===== src/rtl/hc85_serial_cmp.sv =====
// hc85_serial_cmp
// ---------------
// Nibble-serial magnitude comparator. Behaves like a chain of NIBBLES
// cascaded HC85 4-bit comparators, but evaluates one 4-bit slice per clock,
// LSB slice first, through a registered cascade state (g, s, e).
//
// Parameters:
//   NIBBLES  number of 4-bit slices (2..16); operand width is 4*NIBBLES.
//
// Ports:
//   CLK                 system clock, rising edge.
//   RST                 asynchronous active-high reset; aborts any compare.
//   START               compare request, sampled only when BUSY=0.
//   A, B                operands, captured on the accepting edge.
//   IAGB, IASB, IAEB    cascade inputs for the LSB slice, captured with START.
//   BUSY                high while slices are being processed.
//   DONE                one-cycle pulse; QAGB/QASB/QAEB are valid from it on.
//   QAGB, QASB, QAEB    result A>B / A<B / A=B, held until the next DONE.

module hc85_serial_cmp #(
    parameter int unsigned NIBBLES = 4
) (
    input  logic                   CLK,
    input  logic                   RST,
    input  logic                   START,
    input  logic [4*NIBBLES-1:0]   A,
    input  logic [4*NIBBLES-1:0]   B,
    input  logic                   IAGB,
    input  logic                   IASB,
    input  logic                   IAEB,
    output logic                   BUSY,
    output logic                   DONE,
    output logic                   QAGB,
    output logic                   QASB,
    output logic                   QAEB
);

    localparam int unsigned W    = 4 * NIBBLES;
    localparam int unsigned CntW = $clog2(NIBBLES);
    localparam logic [CntW-1:0] LastCnt = CntW'(NIBBLES - 1);

    if (NIBBLES < 2 || NIBBLES > 16) begin : g_bad_nibbles
        $error("hc85_serial_cmp: NIBBLES must be in 2..16");
    end

    typedef enum logic [1:0] {
        StIdle,
        StRun,
        StFin
    } state_e;

    // One HC85 stage. Cascade vector is {g, s, e}. When the slices are equal
    // and e=0 the cascade passes through swapped and inverted, which is how
    // the real part treats its illegal input combinations (000 -> 110,
    // 110 -> 000); a chain of equal slices therefore toggles between them.
    function automatic logic [2:0] slice_step(input logic [3:0] na,
                                              input logic [3:0] nb,
                                              input logic [2:0] cas);
        logic [2:0] res;
        if (na > nb) begin
            res = 3'b100;
        end else if (na < nb) begin
            res = 3'b010;
        end else if (cas[0]) begin
            res = 3'b001;
        end else begin
            res = {~cas[1], ~cas[2], 1'b0};
        end
        return res;
    endfunction

    state_e          state_q, state_d;
    logic [CntW-1:0] cnt_q,   cnt_d;
    logic [W-1:0]    a_q,     a_d;
    logic [W-1:0]    b_q,     b_d;
    logic [2:0]      cas_q,   cas_d;
    logic [2:0]      res_q,   res_d;
    logic [2:0]      step;

    // Operands are shifted right each step, so the current slice is always
    // in bits 3:0.
    assign step = slice_step(a_q[3:0], b_q[3:0], cas_q);

    always_comb begin
        state_d = state_q;
        cnt_d   = cnt_q;
        a_d     = a_q;
        b_d     = b_q;
        cas_d   = cas_q;
        res_d   = res_q;

        unique case (state_q)
            // FIN accepts START exactly like IDLE, giving back-to-back operation.
            StIdle, StFin: begin
                if (START) begin
                    a_d     = A;
                    b_d     = B;
                    cas_d   = {IAGB, IASB, IAEB};
                    cnt_d   = '0;
                    state_d = StRun;
                end else begin
                    state_d = StIdle;
                end
            end
            StRun: begin
                cas_d = step;
                a_d   = a_q >> 4;
                b_d   = b_q >> 4;
                if (cnt_q == LastCnt) begin
                    cnt_d   = '0;
                    res_d   = step;
                    state_d = StFin;
                end else begin
                    cnt_d = cnt_q + 1'b1;
                end
            end
            default: begin
                state_d = StIdle;
            end
        endcase
    end

    always_ff @(posedge CLK or posedge RST) begin
        if (RST) begin
            state_q <= StIdle;
            cnt_q   <= '0;
            a_q     <= '0;
            b_q     <= '0;
            cas_q   <= '0;
            res_q   <= '0;
        end else begin
            state_q <= state_d;
            cnt_q   <= cnt_d;
            a_q     <= a_d;
            b_q     <= b_d;
            cas_q   <= cas_d;
            res_q   <= res_d;
        end
    end

    assign BUSY = (state_q == StRun);
    assign DONE = (state_q == StFin);
    assign QAGB = res_q[2];
    assign QASB = res_q[1];
    assign QAEB = res_q[0];

endmodule

===== config.mk =====
export PLATFORM = sky130hd
export DESIGN_NAME = hc85_serial_cmp
export DESIGN_NICKNAME = d
export VERILOG_FILES = /design/src/rtl/hc85_serial_cmp.sv
export SDC_FILE = /design/constraint.sdc
export NUM_CORES = 1
export LEC_CHECK = 0
export ABC_AREA = 1
export CORE_AREA = 2 2 64 96
export CTS_CLUSTER_SIZE = 30
export DETAILED_ROUTE_END_ITERATION = 7
export DIE_AREA = 0 0 66 98
export GPL_ROUTABILITY_DRIVEN = 0
export PLACE_DENSITY = 0.64
export SLEW_MARGIN = 30
export SYNTH_ARGS = -nofsm -noshare
export SYNTH_HDL_FRONTEND = slang
export SYNTH_SLANG_ARGS = --single-unit

===== constraint.sdc =====
create_clock -name CLK -period 2.3 [get_ports CLK]
set_clock_uncertainty 0.15 [all_clocks]
set_input_delay 0.23 -clock CLK [delete_from_list [all_inputs] [get_ports CLK]]
set_output_delay 0.23 -clock CLK [all_outputs]
set_load 0.03 [all_outputs]

==> impl_summary.log, run 1 <==
[metrics] clock insertion delay at the later pin of the skew report: 0.29 ns
[metrics] critical path launch point type: flip-flop
[metrics] area grow syn2layout: 30.88%
[metrics] final-report max-slew violation count: 0
[metrics] number of ports placed on the die boundary: 43
[metrics] Die W: 66 um
[metrics] critical path arrival: 1.66 ns
[metrics] Post-Place Worst Slack: 0.5550 ns
[metrics] biggest area consumer among synthesized cells: sky130_fd_sc_hd__dfrtp_1
[metrics] count of nets left with antenna violations after detail routing: 0
[metrics] commonest non-fill, non-tap cell in the layout: sky130_fd_sc_hd__nor2_1
[metrics] global-route wire length before repair: 7162 um
[metrics] Static Leakage: 0.001164 uW
[metrics] Overall Global Routing Usage: 14.18%
[metrics] # Max-Cap Violations: 0
[metrics] worst path setup slack after routing: 0.2608 ns
[metrics] number of synthesized register bits: 42
[metrics] FMAX: 0.4904 GHz
[metrics] CTS tree: done
[metrics] area of the die: 6468 sq um
[metrics] post-CTS setup buffer count: 0
[metrics] synthesized netlist net count: 258
[metrics] Net count, final: 303
[metrics] most frequent cells in the layout: sky130_fd_sc_hd__nor2_1, sky130_fd_sc_hd__dfrtp_1, sky130_fd_sc_hd__clkdlybuf4s50_1
[metrics] cts hold-fix bufs: 0
[metrics] number of rows in the core area: 34
[metrics] remaining global-route overflow: 0
[metrics] power density relative to cell area: 1318 nW/um^2
[metrics] DRC violations left: 0
[metrics] via count of the first global-routing pass: 1,600
[metrics] routed via count: 1,580
[metrics] area fraction of the dominant cell type after synthesis: 56.15%
[metrics] Synth cell types: 19
[metrics] worst hold path type: primary input to asynchronous set/reset pin
[metrics] top area cells in the synthesized netlist: sky130_fd_sc_hd__dfrtp_1, sky130_fd_sc_hd__nor2_1, sky130_fd_sc_hd__o22ai_1
[metrics] number of clock buffers inserted by TritonCTS: 5
[metrics] Gates resized, CTS repair: 0
[metrics] clock tree buffer depth: 2
[metrics] WL final: 4168 um
[metrics] logic depth of the worst register-to-register path: 6
[metrics] clock transition at the registers of the reported paths: 0.07 ns
[metrics] starting utilization of the core area: 32.84%
[metrics] remaining max-slew budget at the tightest pin: 65.47%
[metrics] synthesized area per cell: 8.706 sq um
[metrics] Clk Tree Root Cell: sky130_fd_sc_hd__clkbuf_8
[metrics] area of the core: 5700 sq um
[metrics] count of mapped cells out of synthesis: 215
[metrics] part of the Yosys area used for sequential elements: 56.15%
[metrics] fraction of final layout cells with drive strength greater than 1: 5.792%
[metrics] number of sinks handled by clock tree synthesis: 42
[metrics] antenna violations before repair: 0
[metrics] length of the first detailed-routing pass in iterations: 4
[metrics] share of the cycle needed by the critical path after routing: 88.66%
[metrics] antenna cells: 0
[metrics] number of vias per cell after detailed routing: 4.773
[metrics] post-route setup TNS: 0 ns
[metrics] Die Y: 98 um
[metrics] fill count: 577
[metrics] average wire per cell in the routed design: 12.59 um
[metrics] nature of the critical path endpoint: primary output
[metrics] total design power: 3228 uW
[metrics] hpwl dp: 3038 um
[metrics] total placed cells including tap cells: 325
[metrics] outcome: completed
[metrics] I/O Buffers: 42
[metrics] Layout Utilization: 42.98%
[metrics] crit path max fanout: 6
[metrics] final hold violations: 0
[metrics] worst setup path category: flip-flop to primary output
[metrics] netlist area before placement: 1872 sq um
[metrics] synth warn: 0
[metrics] initial drt markers: 131
[metrics] slew at the pin with the worst max-slew slack: 0.5180 ns
[metrics] VDD IR max: 0.0003992 V
[metrics] final critical path time including I/O delays and setup: 2.039 ns
[metrics] CTS HTree Levels: 2
[metrics] RSZ-0062 raised after global routing: false
[metrics] count of endpoints failing setup in the final report: 0
[metrics] Final Instance Count excl. Fillers: 331
[metrics] pin count of the biggest net entering global routing: 43
[metrics] endpoint required time on the critical path: 1.92 ns
==> flip-flops by register name (all words and copies together), names as in the netlist <==
register / cells
cas_q: 3
state_q: 2
a_q: 16
b_q: 16
res_q: 3
cnt_q: 2
==> cell usage after synthesis <==
cell type,n
sky130_fd_sc_hd__ha_1,5
sky130_fd_sc_hd__nand2_1,33
sky130_fd_sc_hd__a22o_1,1
sky130_fd_sc_hd__dfrtp_1,42
sky130_fd_sc_hd__o21ai_0,4
sky130_fd_sc_hd__buf_6,2
sky130_fd_sc_hd__nand2_4,1
sky130_fd_sc_hd__a21oi_1,1
sky130_fd_sc_hd__clkbuf_1,3
sky130_fd_sc_hd__nand3_1,16
sky130_fd_sc_hd__nor2_1,51
sky130_fd_sc_hd__o22ai_1,24
sky130_fd_sc_hd__buf_1,1
sky130_fd_sc_hd__inv_2,1
sky130_fd_sc_hd__buf_2,3
sky130_fd_sc_hd__inv_1,21
sky130_fd_sc_hd__o21ai_1,3
sky130_fd_sc_hd__nor3_1,1
sky130_fd_sc_hd__nand2_2,2
==> cell families after synthesis <==
family,synth area share (%)
adder cells (fa/ha/maj),3.342
buffers and inverters,7.219
AND/OR/NAND/NOR,22.66
flip-flops,56.15
AO/OA/AOI/OAI,10.63
==> power by group <==
part / switching, uW / internal, uW
Clock: 228 / 231
Combinational: 888 / 580
Sequential: 205 / 1100
==> per-stage QoR <==
| stage | cell area [sq um] | hold WS [ns] |
|---|---|---|
| 2_1_floorplan | 1872 | 0.2240 |
| 3_3_place_gp | 2367 | 0.3142 |
| 3_5_place_dp | 2367 | 0.3138 |
| 4_1_cts | 2450 | 0.2455 |
| 5_1_grt | 2450 | 0.3047 |
| 6_report | 2450 | 0.2135 |
==> routing by layer <==
layer | wire [um] | vias to the layer above | global-route usage, %
met4 | 121 | 0 | 6.279
met5 | 0 | - | 0
met3 | 161 | 8 | 2.880
met1 | 1757 | 742 | 18.20
met2 | 2128 | 42 | 22.84
li1 | - | 788 | -
==> cell type report <==
cell class              instances  area, sq um  area share [%]
flip-flops and latches         42         1051           42.90
clock buffers                   6        82.58           3.371
multi-input cells             142        685.7           27.99
well taps                      72        90.09           3.677
inverters                      22        82.58           3.371
repair buffers                 47        457.9           18.69
==> worst max-delay path, cell delays in order (launching register included) <==
cell	delay, ns
sky130_fd_sc_hd__dfrtp_1	0.37
sky130_fd_sc_hd__inv_1	0.08
sky130_fd_sc_hd__nand2_2	0.05
sky130_fd_sc_hd__inv_1	0.17
sky130_fd_sc_hd__clkdlybuf4s50_1	0.70
==> worst paths after layout <==
path	endpoint	slack, ns	from
setup / recovery	BUSY	0.26	state_q[1]
hold / removal	b_q[9]	0.21	RST
setup reg to reg	a_q[10]	0.57	state_q[0]
hold reg to reg	b_q[14]	0.33	b_q[14]
max in group asynchronous	b_q[1]	1.41	RST
min in group CLK	b_q[14]	0.33	b_q[14]
(Power assumes the default switching activity.)
==> inputs of run 2 (changes only) <==
Clock period 2.3 ns to 2 ns, I/O delays scaled along.
==> run 2 against run 1 <==
First-iteration DRC count shrank 50%. Flip-flop and latch count is the same. Critical path depth shrank 2. Global-route usage grew 0.51 points. Combinational power grew 15%. Critical endpoint is now DONE. Largest cell class unchanged. Highest routed layer unchanged.
==> impl_summary.log, run 2 (same netlist as run 1, synthesis figures left out) <==
[metrics] Post-Place Worst Slack: 0.3904 ns (-0.1645 ns)
[metrics] area of the die: 6468 sq um (unchanged)
[metrics] global-route wire length before repair: 7300 um (+1.9%)
[metrics] remaining max-slew budget at the tightest pin: 65.14% (-0.33 points)
[metrics] fraction of final layout cells with drive strength greater than 1: 6.870% (+1.1 points)
[metrics] final hold violations: 0 (unchanged)
[metrics] DRC violations left: 0 (unchanged)
[metrics] post-route setup TNS: 0 ns (unchanged)
[metrics] Overall Global Routing Usage: 14.69% (+0.51 points)
[metrics] worst hold path type: primary input to asynchronous set/reset pin
[metrics] CTS HTree Levels: 2 (unchanged)
[metrics] final-report max-slew violation count: 0 (unchanged)
[metrics] length of the first detailed-routing pass in iterations: 4 (unchanged)
[metrics] number of sinks handled by clock tree synthesis: 42 (unchanged)
[metrics] antenna violations before repair: 0 (unchanged)
[metrics] power density relative to cell area: 1522 nW/um^2 (+15%)
[metrics] slew at the pin with the worst max-slew slack: 0.5229 ns (+0.004927 ns)
[metrics] starting utilization of the core area: 32.84% (unchanged)
[metrics] Post-Place Cell Area: 2372 sq um (+0.21%)
[metrics] number of ports placed on the die boundary: 43 (unchanged)
[metrics] critical path launch point type: flip-flop
[metrics] crit path max fanout: 3 (-3)
[metrics] I/O Buffers: 42 (unchanged)
[metrics] # Max-Cap Violations: 0 (unchanged)
[metrics] final critical path time including I/O delays and setup: 1.832 ns
[metrics] hpwl dp: 3035 um (about the same)
[metrics] setup slack on the worst flop-to-flop path: 0.46 ns (-0.11 ns)
[metrics] largest registers: a_q x16, b_q x16
[metrics] worst setup path category: flip-flop to primary output
[metrics] Gates resized, CTS repair: 0 (unchanged)
[metrics] clock tree buffer depth: 2 (unchanged)
[metrics] total design power: 3749 uW (+16%)
[metrics] endpoint of the worst register-to-register path: cas_q[0]
[metrics] pin count of the biggest net entering global routing: 43 (unchanged)
[metrics] count of endpoints failing setup in the final report: 0 (unchanged)
[metrics] Net count, final: 304 (+0.33%)
[metrics] fill count: 599 (+3.8%)
[metrics] post-CTS setup buffer count: 0 (unchanged)
[metrics] nature of the critical path endpoint: primary output
[metrics] share of the cycle needed by the critical path after routing: 91.61%
[metrics] WL final: 4250 um (+2.0%)
[metrics] via count of the first global-routing pass: 1,628 (+1.8%)
[metrics] antenna cells: 0 (unchanged)
[metrics] remaining global-route overflow: 0 (unchanged)
[metrics] FMAX: 0.5458 GHz
[metrics] clock transition at the registers of the reported paths: 0.08 ns (about the same)
[metrics] area grow syn2layout: 31.62%
[metrics] most frequent cells in the layout: sky130_fd_sc_hd__nor2_1, sky130_fd_sc_hd__dfrtp_1, sky130_fd_sc_hd__clkdlybuf4s50_1
[metrics] Die W: 66 um (unchanged)
[metrics] number of clock buffers inserted by TritonCTS: 5 (unchanged)
[metrics] RSZ-0062 raised after global routing: false
[metrics] VDD IR max: 0.0005361 V (+34%)
[metrics] Final Instance Count excl. Fillers: 334 (+0.91%)
[metrics] count of nets left with antenna violations after detail routing: 0 (unchanged)
[metrics] clock insertion delay at the later pin of the skew report: 0.29 ns (about the same)
[metrics] endpoint required time on the critical path: 1.65 ns (-0.27 ns)
[metrics] outcome: completed
[metrics] commonest non-fill, non-tap cell in the layout: sky130_fd_sc_hd__nor2_1
[metrics] Static Leakage: 0.001174 uW (+0.90%)
[metrics] routed via count: 1,585 (+0.32%)
[metrics] number of vias per cell after detailed routing: 4.746 (-0.58%)
[metrics] Clk Tree Root Cell: sky130_fd_sc_hd__clkbuf_8
[metrics] total placed cells including tap cells: 326 (+0.31%)
[metrics] cts hold-fix bufs: 0 (unchanged)
[metrics] Die Y: 98 um (unchanged)
[metrics] CTS tree: done
[metrics] initial drt markers: 66 (-50%)
[metrics] Layout Cell Area excl Fill: 2464 sq um (+0.56%)
[metrics] critical path arrival: 1.48 ns (-0.18 ns)
[metrics] logic depth of the worst register-to-register path: 7 (+1)
[metrics] number of rows in the core area: 34 (unchanged)
[metrics] area of the core: 5700 sq um (unchanged)
[metrics] average wire per cell in the routed design: 12.72 um (+1.1%)
[metrics] worst path setup slack after routing: 0.1679 ns (-0.09296 ns)
[metrics] reg-to-reg startpoint: state_q[0]
## run 2: cell count changes in the layout (fill, tap and decap cells not counted)
| cell | change |
|---|---|
| sky130_fd_sc_hd__buf_4 | +2 |
| sky130_fd_sc_hd__clkbuf_1 | +1 |
| sky130_fd_sc_hd__clkdlybuf4s50_1 | -1 |
| sky130_fd_sc_hd__clkinv_2 | +1 |
## run 2: worst max-delay path by stage
stage          startpoint  cells after the start  slack [ns]  endpoint
3_3_place_gp        START                      7        0.42  cas_q[0]
3_5_place_dp        START                      7        0.39  cas_q[0]
5_1_grt        state_q[0]                      2        0.12      DONE
2_1_floorplan      a_q[3]                      8        0.65  cas_q[1]
4_1_cts        state_q[0]                      2        0.15      DONE
6_report       state_q[0]                      2        0.17      DONE
## run 2: per-layer routing
| metal | vias to the layer above | wire length [um] | track usage [%] | part of all wire (%) |
|---|---|---|---|---|
| li1 | 796 | - | - | - |
| met1 | 747 | 1836 | 18.18 | 43 |
| met2 | 33 | 2129 | 23.93 | 50 |
| met3 | 9 | 139 | 2.535 | 3.3 |
| met4 | 0 | 145 | 8.006 | 3.4 |
| met5 | - | 0 | 0 | 0 |
## run 2: per-stage QoR
| stage | util (%) | hold slack [ns] |
|---|---|---|
| finish | 43.22 | 0.1901 |
| global route | 43.22 | 0.2623 |
| CTS | 43.22 | 0.2127 |
| floorplan | - | 0.1940 |
| global placement | 41.62 | 0.3119 |
| detailed placement | 41.62 | 0.3180 |
## run 2: layout make-up
class,count,area (sq um),area share [%]
inverters,22,82.58,3.352
clock buffers,7,86.33,3.504
well taps,72,90.09,3.657
multi-input cells,142,685.7,27.83
clock inverters,1,5.005,0.2031
repair buffers,48,462.9,18.79
flip-flops and latches,42,1051,42.66
## run 2: power breakdown
part / internal [uW] / leakage, uW / switching, uW / total [uW]
Sequential: 1260 / 0.000516 / 243 / 1500
Combinational: 676 / 0.000610 / 1010 / 1690
Clock: 279 / 0.0000482 / 278 / 556
## run 2: critical path, stage by stage (launching register included)
cell,delay [ns]
sky130_fd_sc_hd__dfrtp_1,0.42
sky130_fd_sc_hd__nor2_1,0.11
sky130_fd_sc_hd__clkdlybuf4s50_1,0.67
==> inputs of run 3 (changes only) <==
Settings changed: CAP_MARGIN set to 5, PLACE_DENSITY 0.64 to 0.54.
==> run 3 against run 2 <==
Largest power group unchanged. Clock power up 21%. Critical endpoint unchanged. Final cell count stayed put. Die area did not move.
==> impl_summary.log, run 3 (same netlist as run 1, synthesis figures left out) <==
[metrics] outcome: completed
[metrics] cts hold-fix bufs: 0 (unchanged)
[metrics] final critical path time including I/O delays and setup: 1.832 ns (+0.00006900 ns)
[metrics] Die W: 66 um (unchanged)
[metrics] Net count, final: 304 (unchanged)
[metrics] initial drt markers: 45 (-32%)
[metrics] I/O Buffers: 42 (unchanged)
[metrics] RSZ-0062 raised after global routing: false
[metrics] reg-to-reg startpoint: a_q[3]
[metrics] slowest stage delay, CP: 0.67 ns (about the same)
[metrics] fraction of final layout cells with drive strength greater than 1: 6.870% (unchanged)
[metrics] slew at the pin with the worst max-slew slack: 0.5381 ns (+0.01514 ns)
[metrics] area grow syn2layout: 32.62%
[metrics] crit path max fanout: 3 (unchanged)
[metrics] number of vias per cell after detailed routing: 4.701 (-0.95%)
[metrics] Layout Cell Area excl Fill: 2482 sq um (+0.76%)
[metrics] final-report max-slew violation count: 0 (unchanged)
[metrics] count of nets left with antenna violations after detail routing: 0 (unchanged)
[metrics] antenna cells: 0 (unchanged)
[metrics] post-route setup TNS: 0 ns (unchanged)
[metrics] Die Y: 98 um (unchanged)
[metrics] length of the first detailed-routing pass in iterations: 4 (unchanged)
[metrics] clock insertion delay at the later pin of the skew report: 0.29 ns (about the same)
[metrics] Static Leakage: 0.001178 uW (+0.27%)
[metrics] DRC violations left: 0 (unchanged)
[metrics] crit path max-delay cell type: sky130_fd_sc_hd__clkdlybuf4s50_1
[metrics] setup slack on the worst flop-to-flop path: 0.52 ns (+0.06 ns)
[metrics] cell type group with the largest total delay on the critical path: buffers and inverters
[metrics] commonest non-fill, non-tap cell in the layout: sky130_fd_sc_hd__nor2_1
[metrics] number of clock buffers inserted by TritonCTS: 5 (unchanged)
[metrics] Post-Place Cell Area: 2372 sq um (unchanged)
[metrics] logic depth of the worst register-to-register path: 6 (-1)
[metrics] largest registers: a_q x16, b_q x16
[metrics] worst hold path type: primary input to asynchronous set/reset pin
[metrics] share of the cycle needed by the critical path after routing: 91.61% (about the same)
[metrics] total design power: 3850 uW (+2.7%)
[metrics] number of rows in the core area: 34 (unchanged)
[metrics] routed via count: 1,570 (-0.95%)
[metrics] final hold violations: 0 (unchanged)
[metrics] Setup crit start: state_q[0]
[metrics] WL final: 4351 um (+2.4%)
[metrics] FMAX: 0.5458 GHz (about the same)
[metrics] critical path arrival: 1.48 ns (about the same)
[metrics] critical path launch point type: flip-flop
[metrics] number of ports placed on the die boundary: 43 (unchanged)
[metrics] Critical path destination: DONE
[metrics] power density relative to cell area: 1551 nW/um^2 (+1.9%)
[metrics] cell chain of the critical path: nor2_1 > clkdlybuf4s50_1
[metrics] Clk Tree Root Cell: sky130_fd_sc_hd__clkbuf_8
[metrics] number of gates on the worst path with buffers counted: 2 (unchanged)
[metrics] Overall Global Routing Usage: 14.82% (+0.13 points)
[metrics] worst path setup slack after routing: 0.1678 ns (-0.00006900 ns)
[metrics] Gates resized, CTS repair: 0 (unchanged)
[metrics] count of endpoints failing setup in the final report: 0 (unchanged)
[metrics] nature of the critical path endpoint: primary output
[metrics] worst setup path category: flip-flop to primary output
[metrics] fill count: 598 (-0.17%)
[metrics] average wire per cell in the routed design: 13.03 um (+2.4%)
[metrics] Layout Utilization: 43.55% (+0.33 points)
[metrics] global-route wire length before repair: 7279 um (-0.29%)
[metrics] clock transition at the registers of the reported paths: 0.08 ns (about the same)
[metrics] VDD IR max: 0.0005279 V (-1.5%)
[metrics] Post-Place Worst Slack: 0.4724 ns (+0.08196 ns)
[metrics] starting utilization of the core area: 32.84% (unchanged)
[metrics] number of sinks handled by clock tree synthesis: 42 (unchanged)
[metrics] endpoint required time on the critical path: 1.65 ns (about the same)
[metrics] remaining max-slew budget at the tightest pin: 64.13% (-1.0 points)
[metrics] clock tree buffer depth: 2 (unchanged)
[metrics] via count of the first global-routing pass: 1,550 (-4.8%)
[metrics] remaining global-route overflow: 0 (unchanged)
[metrics] antenna violations before repair: 0 (unchanged)
[metrics] CTS tree: done
[metrics] pin count of the biggest net entering global routing: 43 (unchanged)
[metrics] post-CTS setup buffer count: 0 (unchanged)
[metrics] most frequent cells in the layout: sky130_fd_sc_hd__nor2_1, sky130_fd_sc_hd__dfrtp_1, sky130_fd_sc_hd__clkdlybuf4s50_1
[metrics] CTS HTree Levels: 2 (unchanged)
[metrics] # Max-Cap Violations: 0 (unchanged)
[metrics] area of the die: 6468 sq um (unchanged)
[metrics] endpoint of the worst register-to-register path: cas_q[2]
[metrics] area of the core: 5700 sq um (unchanged)
[metrics] hpwl dp: 3064 um (+0.94%)
[metrics] WP buf/inv: 1 (unchanged)
run 3: cell count changes in the layout (fill, tap and decap cells not counted), sizes merged:
cell | before | now
clkbuf | 7 | 6
clkinvlp | 0 | 1
bufinv | 0 | 1
clkinv | 1 | 0
run 3: area by class of cell:
cell class	instances	area (sq um)	share of cell area, %
flip-flops and latches	42	1051	42.34
inverters	22	82.58	3.327
multi-input cells	142	685.7	27.62
well taps	72	90.09	3.629
repair buffers	48	462.9	18.65
clock inverters	2	37.54	1.512
clock buffers	6	72.57	2.923
run 3: through the flow:
step,hold WS [ns],instances
floorplan,0.1940,215
global placement,0.3175,326
detailed placement,0.3136,326
CTS,0.2182,334
global route,0.2947,334
finish,0.1795,334
run 3: layer usage:
metal	global-route usage, %	up-vias	part of all wire (%)
met5	0	-	0
met4	5.651	0	2.0
met3	2.880	5	3.7
met2	25.17	35	51
met1	18.28	732	43
li1	-	798	-
run 3: worst min-delay path: stages:
cell and delay [ns]:
sky130_fd_sc_hd__clkdlybuf4s50_1 0.40, sky130_fd_sc_hd__inv_1 0.05, sky130_fd_sc_hd__buf_4 0.44
run 3: power by group:
part / switching (uW) / total (uW) / internal [uW] / leakage, uW
sequential: 233 / 1490 / 1260 / 0.000516
combinational: 1010 / 1690 / 679 / 0.000610
clock: 297 / 670 / 373 / 0.0000514
run 3: worst min-delay path by stage:
stage,from,to,slack [ns],cells after the start
floorplan,A[5],a_q[5],0.19,2
global placement,res_q[2],res_q[2],0.32,2
detailed placement,b_q[15],b_q[15],0.31,2
CTS,RST,cnt_q[0],0.22,3
global route,RST,cnt_q[0],0.29,3
finish,RST,cnt_q[0],0.18,3
